**src/rtl/dct_pkg.sv**
```systemverilog
// dct_pkg: shared constants and types for the 8-point DCT sequencer.
//   DCT_N    : transform length (8 samples in, 8 coefficients out)
//   COEF_W   : width of the stored cosine coefficients (Q1.15 signed)
//   state_t  : sequencer FSM states (IDLE / MAC / OUT)
//   COEF_MAG : |round(2^15 * c(j)/2 * cos(j*pi/16))|, with index 0 holding the
//              k=0 DC weight (c(0)=1/sqrt(2))
//   DCT_ROM  : signed C[k][n], flattened as index {k,n} = k*8+n
package dct_pkg;

  localparam int DCT_N  = 8;
  localparam int COEF_W = 16;

  typedef enum logic [1:0] {
    IDLE,
    MAC,
    OUT
  } state_t;

  localparam logic signed [COEF_W-1:0] COEF_MAG [DCT_N] = '{
    16'sd11585, 16'sd16069, 16'sd15137, 16'sd13623,
    16'sd11585, 16'sd9102,  16'sd6270,  16'sd3196
  };

  // Row k uses cos((2n+1)k*pi/16); each entry reduces that angle to a
  // magnitude COEF_MAG[j] and the DCT-II sign pattern.
  localparam logic signed [COEF_W-1:0] DCT_ROM [DCT_N*DCT_N] = '{
    COEF_MAG[0],  COEF_MAG[0],  COEF_MAG[0],  COEF_MAG[0],
    COEF_MAG[0],  COEF_MAG[0],  COEF_MAG[0],  COEF_MAG[0],
    COEF_MAG[1],  COEF_MAG[3],  COEF_MAG[5],  COEF_MAG[7],
    -COEF_MAG[7], -COEF_MAG[5], -COEF_MAG[3], -COEF_MAG[1],
    COEF_MAG[2],  COEF_MAG[6],  -COEF_MAG[6], -COEF_MAG[2],
    -COEF_MAG[2], -COEF_MAG[6], COEF_MAG[6],  COEF_MAG[2],
    COEF_MAG[3],  -COEF_MAG[7], -COEF_MAG[1], -COEF_MAG[5],
    COEF_MAG[5],  COEF_MAG[1],  COEF_MAG[7],  -COEF_MAG[3],
    COEF_MAG[4],  -COEF_MAG[4], -COEF_MAG[4], COEF_MAG[4],
    COEF_MAG[4],  -COEF_MAG[4], -COEF_MAG[4], COEF_MAG[4],
    COEF_MAG[5],  -COEF_MAG[1], COEF_MAG[7],  COEF_MAG[3],
    -COEF_MAG[3], -COEF_MAG[7], COEF_MAG[1],  -COEF_MAG[5],
    COEF_MAG[6],  -COEF_MAG[2], COEF_MAG[2],  -COEF_MAG[6],
    -COEF_MAG[6], COEF_MAG[2],  -COEF_MAG[2], COEF_MAG[6],
    COEF_MAG[7],  -COEF_MAG[5], COEF_MAG[3],  -COEF_MAG[1],
    COEF_MAG[1],  -COEF_MAG[3], COEF_MAG[5],  -COEF_MAG[7]
  };

endpackage

```
**src/rtl/lut_multiplier.sv**
```systemverilog
// lut_multiplier: combinational signed fixed-point multiplier built from
// shift-and-add partial products so it maps onto fabric logic only.
//   a : signed sample, IN_W bits
//   b : signed coefficient, CONST_W bits, FRAC fractional bits
//   p : (a*b) >>> FRAC, truncated to IN_W bits (floor, no rounding)
module lut_multiplier #(
  parameter int IN_W    = 32,
  parameter int CONST_W = 16,
  parameter int FRAC    = 15
) (
  input  logic [IN_W-1:0]    a,
  input  logic [CONST_W-1:0] b,
  output logic [IN_W-1:0]    p
);

  localparam int FULL_W = IN_W + CONST_W;

  logic signed [FULL_W-1:0] a_ext;
  logic signed [FULL_W-1:0] full;

  // The coefficient MSB carries weight -2^(CONST_W-1), so its partial
  // product is subtracted instead of added.
  always_comb begin
    a_ext = FULL_W'($signed(a));
    full  = '0;
    for (int i = 0; i < CONST_W; i++) begin
      if (b[i]) begin
        if (i == CONST_W - 1) full = full - (a_ext <<< i);
        else                  full = full + (a_ext <<< i);
      end
    end
    p = IN_W'(full >>> FRAC);
  end

endmodule

```
**src/rtl/dct8_mac_sequencer.sv**
```systemverilog
// dct8_mac_sequencer: time-multiplexed 8-point 1-D DCT-II. One shared
// lut_multiplier performs all 64 products of a row, one per cycle; the
// accumulator is saturated to IN_W bits once per coefficient.
//   clk, rst             : clock, asynchronous active-high reset
//   in_valid/in_ready    : input vector handshake, in_data = x[0..7]
//   out_valid/out_ready  : coefficient handshake
//   out_data             : saturated X[k]
//   out_idx, out_last    : k of the presented coefficient, high on k==7
//   busy                 : high whenever the FSM is not IDLE
module dct8_mac_sequencer
  import dct_pkg::*;
#(
  parameter int IN_W    = 32,
  parameter int CONST_W = 16,
  parameter int FRAC    = 15,
  parameter int GUARD   = 3
) (
  input  logic              clk,
  input  logic              rst,
  input  logic              in_valid,
  output logic              in_ready,
  input  logic [8*IN_W-1:0] in_data,
  output logic              out_valid,
  input  logic              out_ready,
  output logic [IN_W-1:0]   out_data,
  output logic [2:0]        out_idx,
  output logic              out_last,
  output logic              busy
);

  localparam int         ACC_W = IN_W + GUARD;
  localparam logic [2:0] LAST  = 3'(DCT_N - 1);

  state_t                     state_q, state_d;
  logic [DCT_N-1:0][IN_W-1:0] x_q, x_d;
  logic [2:0]                 k_q, k_d;
  logic [2:0]                 n_q, n_d;
  logic signed [ACC_W-1:0]    acc_q, acc_d;
  logic [IN_W-1:0]            out_data_q, out_data_d;

  logic signed [ACC_W-1:0]    acc_sum;
  logic [IN_W-1:0]            sat_sum;
  logic [CONST_W-1:0]         coef;
  logic [IN_W-1:0]            prod;

  assign coef = CONST_W'(DCT_ROM[{k_q, n_q}]);

  lut_multiplier #(
    .IN_W   (IN_W),
    .CONST_W(CONST_W),
    .FRAC   (FRAC)
  ) u_mult (
    .a(x_q[n_q]),
    .b(coef),
    .p(prod)
  );

  // The sum fits IN_W bits only when all guard bits equal the IN_W sign bit;
  // otherwise clamp towards the sign of the wide sum.
  always_comb begin
    acc_sum = acc_q + ACC_W'($signed(prod));
    if (acc_sum[ACC_W-1:IN_W-1] == {(GUARD+1){acc_sum[ACC_W-1]}})
      sat_sum = acc_sum[IN_W-1:0];
    else if (acc_sum[ACC_W-1])
      sat_sum = {1'b1, {(IN_W-1){1'b0}}};
    else
      sat_sum = {1'b0, {(IN_W-1){1'b1}}};
  end

  always_ff @(posedge clk or posedge rst) begin
    if (rst) state_q <= IDLE;
    else     state_q <= state_d;
  end

  always_comb begin
    state_d = state_q;
    case (state_q)
      IDLE:    if (in_valid) state_d = MAC;
      MAC:     if (n_q == LAST) state_d = OUT;
      OUT:     if (out_ready) state_d = (k_q == LAST) ? IDLE : MAC;
      default: state_d = IDLE;
    endcase
  end

  always_ff @(posedge clk or posedge rst) begin
    if (rst) begin
      x_q        <= '0;
      k_q        <= '0;
      n_q        <= '0;
      acc_q      <= '0;
      out_data_q <= '0;
    end else begin
      x_q        <= x_d;
      k_q        <= k_d;
      n_q        <= n_d;
      acc_q      <= acc_d;
      out_data_q <= out_data_d;
    end
  end

  // The last product of a row goes straight into the saturated result, so
  // out_data is ready the same edge the FSM enters OUT.
  always_comb begin
    x_d        = x_q;
    k_d        = k_q;
    n_d        = n_q;
    acc_d      = acc_q;
    out_data_d = out_data_q;
    case (state_q)
      IDLE: begin
        if (in_valid) begin
          x_d   = in_data;
          k_d   = '0;
          n_d   = '0;
          acc_d = '0;
        end
      end
      MAC: begin
        acc_d = acc_sum;
        n_d   = n_q + 3'd1;
        if (n_q == LAST) out_data_d = sat_sum;
      end
      OUT: begin
        if (out_ready) begin
          acc_d = '0;
          n_d   = '0;
          k_d   = (k_q == LAST) ? 3'd0 : k_q + 3'd1;
        end
      end
      default: ;
    endcase
  end

  always_comb begin
    in_ready  = (state_q == IDLE);
    out_valid = (state_q == OUT);
    busy      = (state_q != IDLE);
    out_last  = (state_q == OUT) && (k_q == LAST);
    out_idx   = k_q;
    out_data  = out_data_q;
  end

endmodule
```
**config.mk**
```make
export PLATFORM = sky130hd
export DESIGN_NAME = dct8_mac_sequencer
export DESIGN_NICKNAME = d
export VERILOG_FILES = /design/src/rtl/dct_pkg.sv /design/src/rtl/lut_multiplier.sv /design/src/rtl/dct8_mac_sequencer.sv
export SDC_FILE = /design/constraint.sdc
export NUM_CORES = 2
export LEC_CHECK = 0
export ABC_AREA = 1
export BUFFER_PORTS_ARGS = -buffer_cell sky130_fd_sc_hd__buf_2
export CAP_MARGIN = 20
export CORE_ASPECT_RATIO = 0.5
export CORE_UTILIZATION = 25
export CTS_CLUSTER_SIZE = 20
export DETAILED_ROUTE_END_ITERATION = 8
export SYNTH_ARGS = -nofsm -noshare
export SYNTH_HDL_FRONTEND = slang
export SYNTH_SLANG_ARGS = --single-unit
```
**constraint.sdc**
```tcl
create_clock -name clk -period 47 [get_ports clk]
set_input_delay 14.1 -clock clk [delete_from_list [all_inputs] [get_ports clk]]
set_output_delay 14.1 -clock clk [all_outputs]
set_load 0.01 [all_outputs]
```
==> results.py <==
metrics = {
    "outcome": {
        "outcome": "completed",
    },
    "cts": {
        "cts_setup_buffers": 0,
        "post_cts_resized": 0,
        "clock-sinks": 331,
        "cts_buffers": 38,
        "clock_path_buffers": 3,
        "clock_latency_ns": 0.58,
        "tritoncts": "done",
        "clk_pin_slew_ns": 0.07,
        "hold_buffers": 0,
        "cts_root_buf": "clkbuf_16",
        "htreeDepth": 2,
    },
    "drt": {
        "vias": 57300,
        "wire_per_inst_microns": 19.0,
        "vias_per_cell": 5.07,
        "drc": 0,
        "dr.pass1.iters": 6,
        "postRouteAntennaNets": 0,
        "wirelength_microns": 214000,
        "drt-initial-drc-count": 5653,
    },
    "critical_path": {
        "cp_common_cell": "nand2_1",
        "crit_type": "flop to flop",
        "end_kind": "flop",
        "path_delay_family": "compound AO/OA/AOI/OAI gates",
        "crit_required_ns": 47.39,
        "critPathLaunchType": "flop",
        "critPathArrivalTime_ns": 32.49,
        "timing.rr.start": "n_q[1]",
        "crit_slowest_cell": "o21ai_0",
        "critPathMaxStageDelay_ns": 0.72,
        "critPathMaxFanout": 34,
        "startpoint": "n_q[1]",
        "cp_num_buf_inv": 26,
    },
    "floorplan": {
        "io-pin-count": 299,
        "rows": 118,
        "core_sq_um": 207000,
        "die_area_sq_um": 211000,
        "start_util_pct": 25.2,
        "die_h_microns": 325,
        "die_x_microns": 649,
    },
    "yosys": {
        "netlist_area_sq_um": 52300,
        "syn_inst": 8281,
        "async_flop_share_pct": 100,
        "yosysUniqueCellTypes": 66,
        "synth_top_flop_cell": "dfrtp_1",
        "syn_area_per_cell_sq_um": 6.31,
        "ys_warn_count": 0,
        "synth_edf_count": 0,
        "yosysSeqAreaShare_pct": 15.9,
        "synth_nets": 9165,
        "ys_seq_elements": 331,
    },
    "layout": {
        "drive_above_1_share_pct": 9.92,
        "layout.area.seq_sq_um": 8290,
        "areaGrowthSynthToFinish_pct": 11.7,
        "utilization_pct": 28.2,
        "layout_common_cells": "nand2_1 (2056), inv_1 (1082), a21oi_1 (899)",
        "nFillCells": 23200,
        "multiInputGateArea_sq_um": 39000,
        "final_area_sq_um": 58400,
        "mostFrequentLayoutCell": "nand2_1",
        "layout.nets": 9371,
    },
    "global_routing": {
        "antenna_found_initial": 23,
        "grt_pass1_wl_microns": 320000,
        "grt_use_total_pct": 19.5,
        "grt_max_degree": 182,
        "grt_pass1_vias": 52600,
        "grt_overflow": 0,
    },
    "sta": {
        "finalCriticalPeriod_ns": 32.10,
        "worst_pin_slew_ns": 1.12,
        "slew_violations": 0,
        "hold_violations": 0,
        "tns_ns": 0,
        "rsz0062_at_grt": "no",
        "min_period_over_period_pct": 68.3,
        "final-setup-viol-count": 0,
        "skew_ns": 0.0300,
        "fin_hold_ws_ns": 0.499,
        "slew_headroom_pct": 24.4,
        "fmax_mhz": 31.2,
    },
    "flow_run": {
        "maxCapViolCount": 0,
    },
    "hold_path": {
        "hold_start": "x_q[255]",
        "worstHoldPathType": "flop to flop",
    },
    "placement": {
        "placed_area_sq_um": 57100,
        "routabilityCongestion": 0.987,
        "place_hpwl_microns": 170000,
        "place.port_buffers": 298,
    },
}
==> registers in the layout, indices dropped and copies added, names as in the netlist <==
name and cells:
out_data 32, out_idx 3, n_q 3, x_q 256
state_q 2, acc_q 35
==> final cells by class <==
cell class | count | share of cell area, %
multi-input cells | 6610 | 66.8
flip-flops and latches | 331 | 14.2
inverters | 1117 | 7.20
well taps | 2760 | 5.92
repair buffers | 389 | 3.75
clock buffers | 49 | 1.82
clock inverters | 16 | 0.259
diodes | 18 | 0.0772
==> cell families after synthesis <==
logic type | synth area share (%)
AOI/OAI and AO/OA | 22.4
xor gates and xnor gates | 6.67
adders and majority gates | 15.2
buffers and inverters | 9.85
DFF | 15.9
muxes | 3.35
and+or+nand+nor | 26.7
==> layer usage <==
layer	vias to the layer above	share of wire, %	GRT usage, %
met2	2066	43	30.2
met5	-	0.013	0
li1	28000	-	-
met1	26900	46	27.5
met4	4	3.5	6.32
met3	334	7.8	2.83
==> cell usage after synthesis, types with 19 or more instances <==
| cell | n | share of area (%) |
|---|---|---|
| nor3_1 | 87 | 0.83 |
| mux2_2 | 150 | 3.2 |
| a32o_1 | 27 | 0.52 |
| clkbuf_1 | 151 | 1.1 |
| buf_2 | 28 | 0.27 |
| xnor2_1 | 175 | 2.9 |
| or2_2 | 83 | 0.99 |
| ha_1 | 608 | 15 |
| nor2_1 | 728 | 5.2 |
| nand2_1 | 2061 | 15 |
| buf_1 | 31 | 0.22 |
| nand3_2 | 25 | 0.48 |
| a31oi_1 | 77 | 0.92 |
| o21ai_0 | 543 | 5.2 |
| o211ai_1 | 41 | 0.59 |
| o31ai_1 | 40 | 0.57 |
| a21boi_0 | 19 | 0.27 |
| a21o_1 | 35 | 0.50 |
| a21boi_2 | 30 | 0.65 |
| o221ai_1 | 51 | 0.85 |
| o21ai_1 | 60 | 0.57 |
| inv_2 | 28 | 0.20 |
| nand4_1 | 42 | 0.50 |
| nand2_2 | 28 | 0.34 |
| inv_1 | 1083 | 7.8 |
| nand3_1 | 306 | 2.9 |
| a21oi_1 | 899 | 8.6 |
| xor2_1 | 223 | 3.7 |
| a211oi_1 | 23 | 0.33 |
| o21a_1 | 50 | 0.72 |
| o21bai_1 | 41 | 0.59 |
| dfrtp_1 | 331 | 16 |
==> worst paths after layout <==
path | endpoint | slack (ns) | cells past startpoint
min in group asynchronous | out_data[19] | 13.56 | 2
worst min-delay path | x_q[255] | 0.50 | 1
max in group asynchronous | x_q[135] | 31.07 | 4
worst max register to register | out_data[30] | 14.90 | 172
worst min register to register | x_q[255] | 0.50 | 1
worst max-delay path | out_data[30] | 14.90 | 172
==> through the flow <==
stage	std cells	worst slack (ns)
detailed placement	11200	16.00
finish	11300	14.90
global route	11300	12.30
CTS	11300	15.81
floorplan	8281	22.56
global placement	11200	15.80
Power is not shown: default switching activity piles up to over one toggle a cycle in this logic, so the estimate is an artifact.
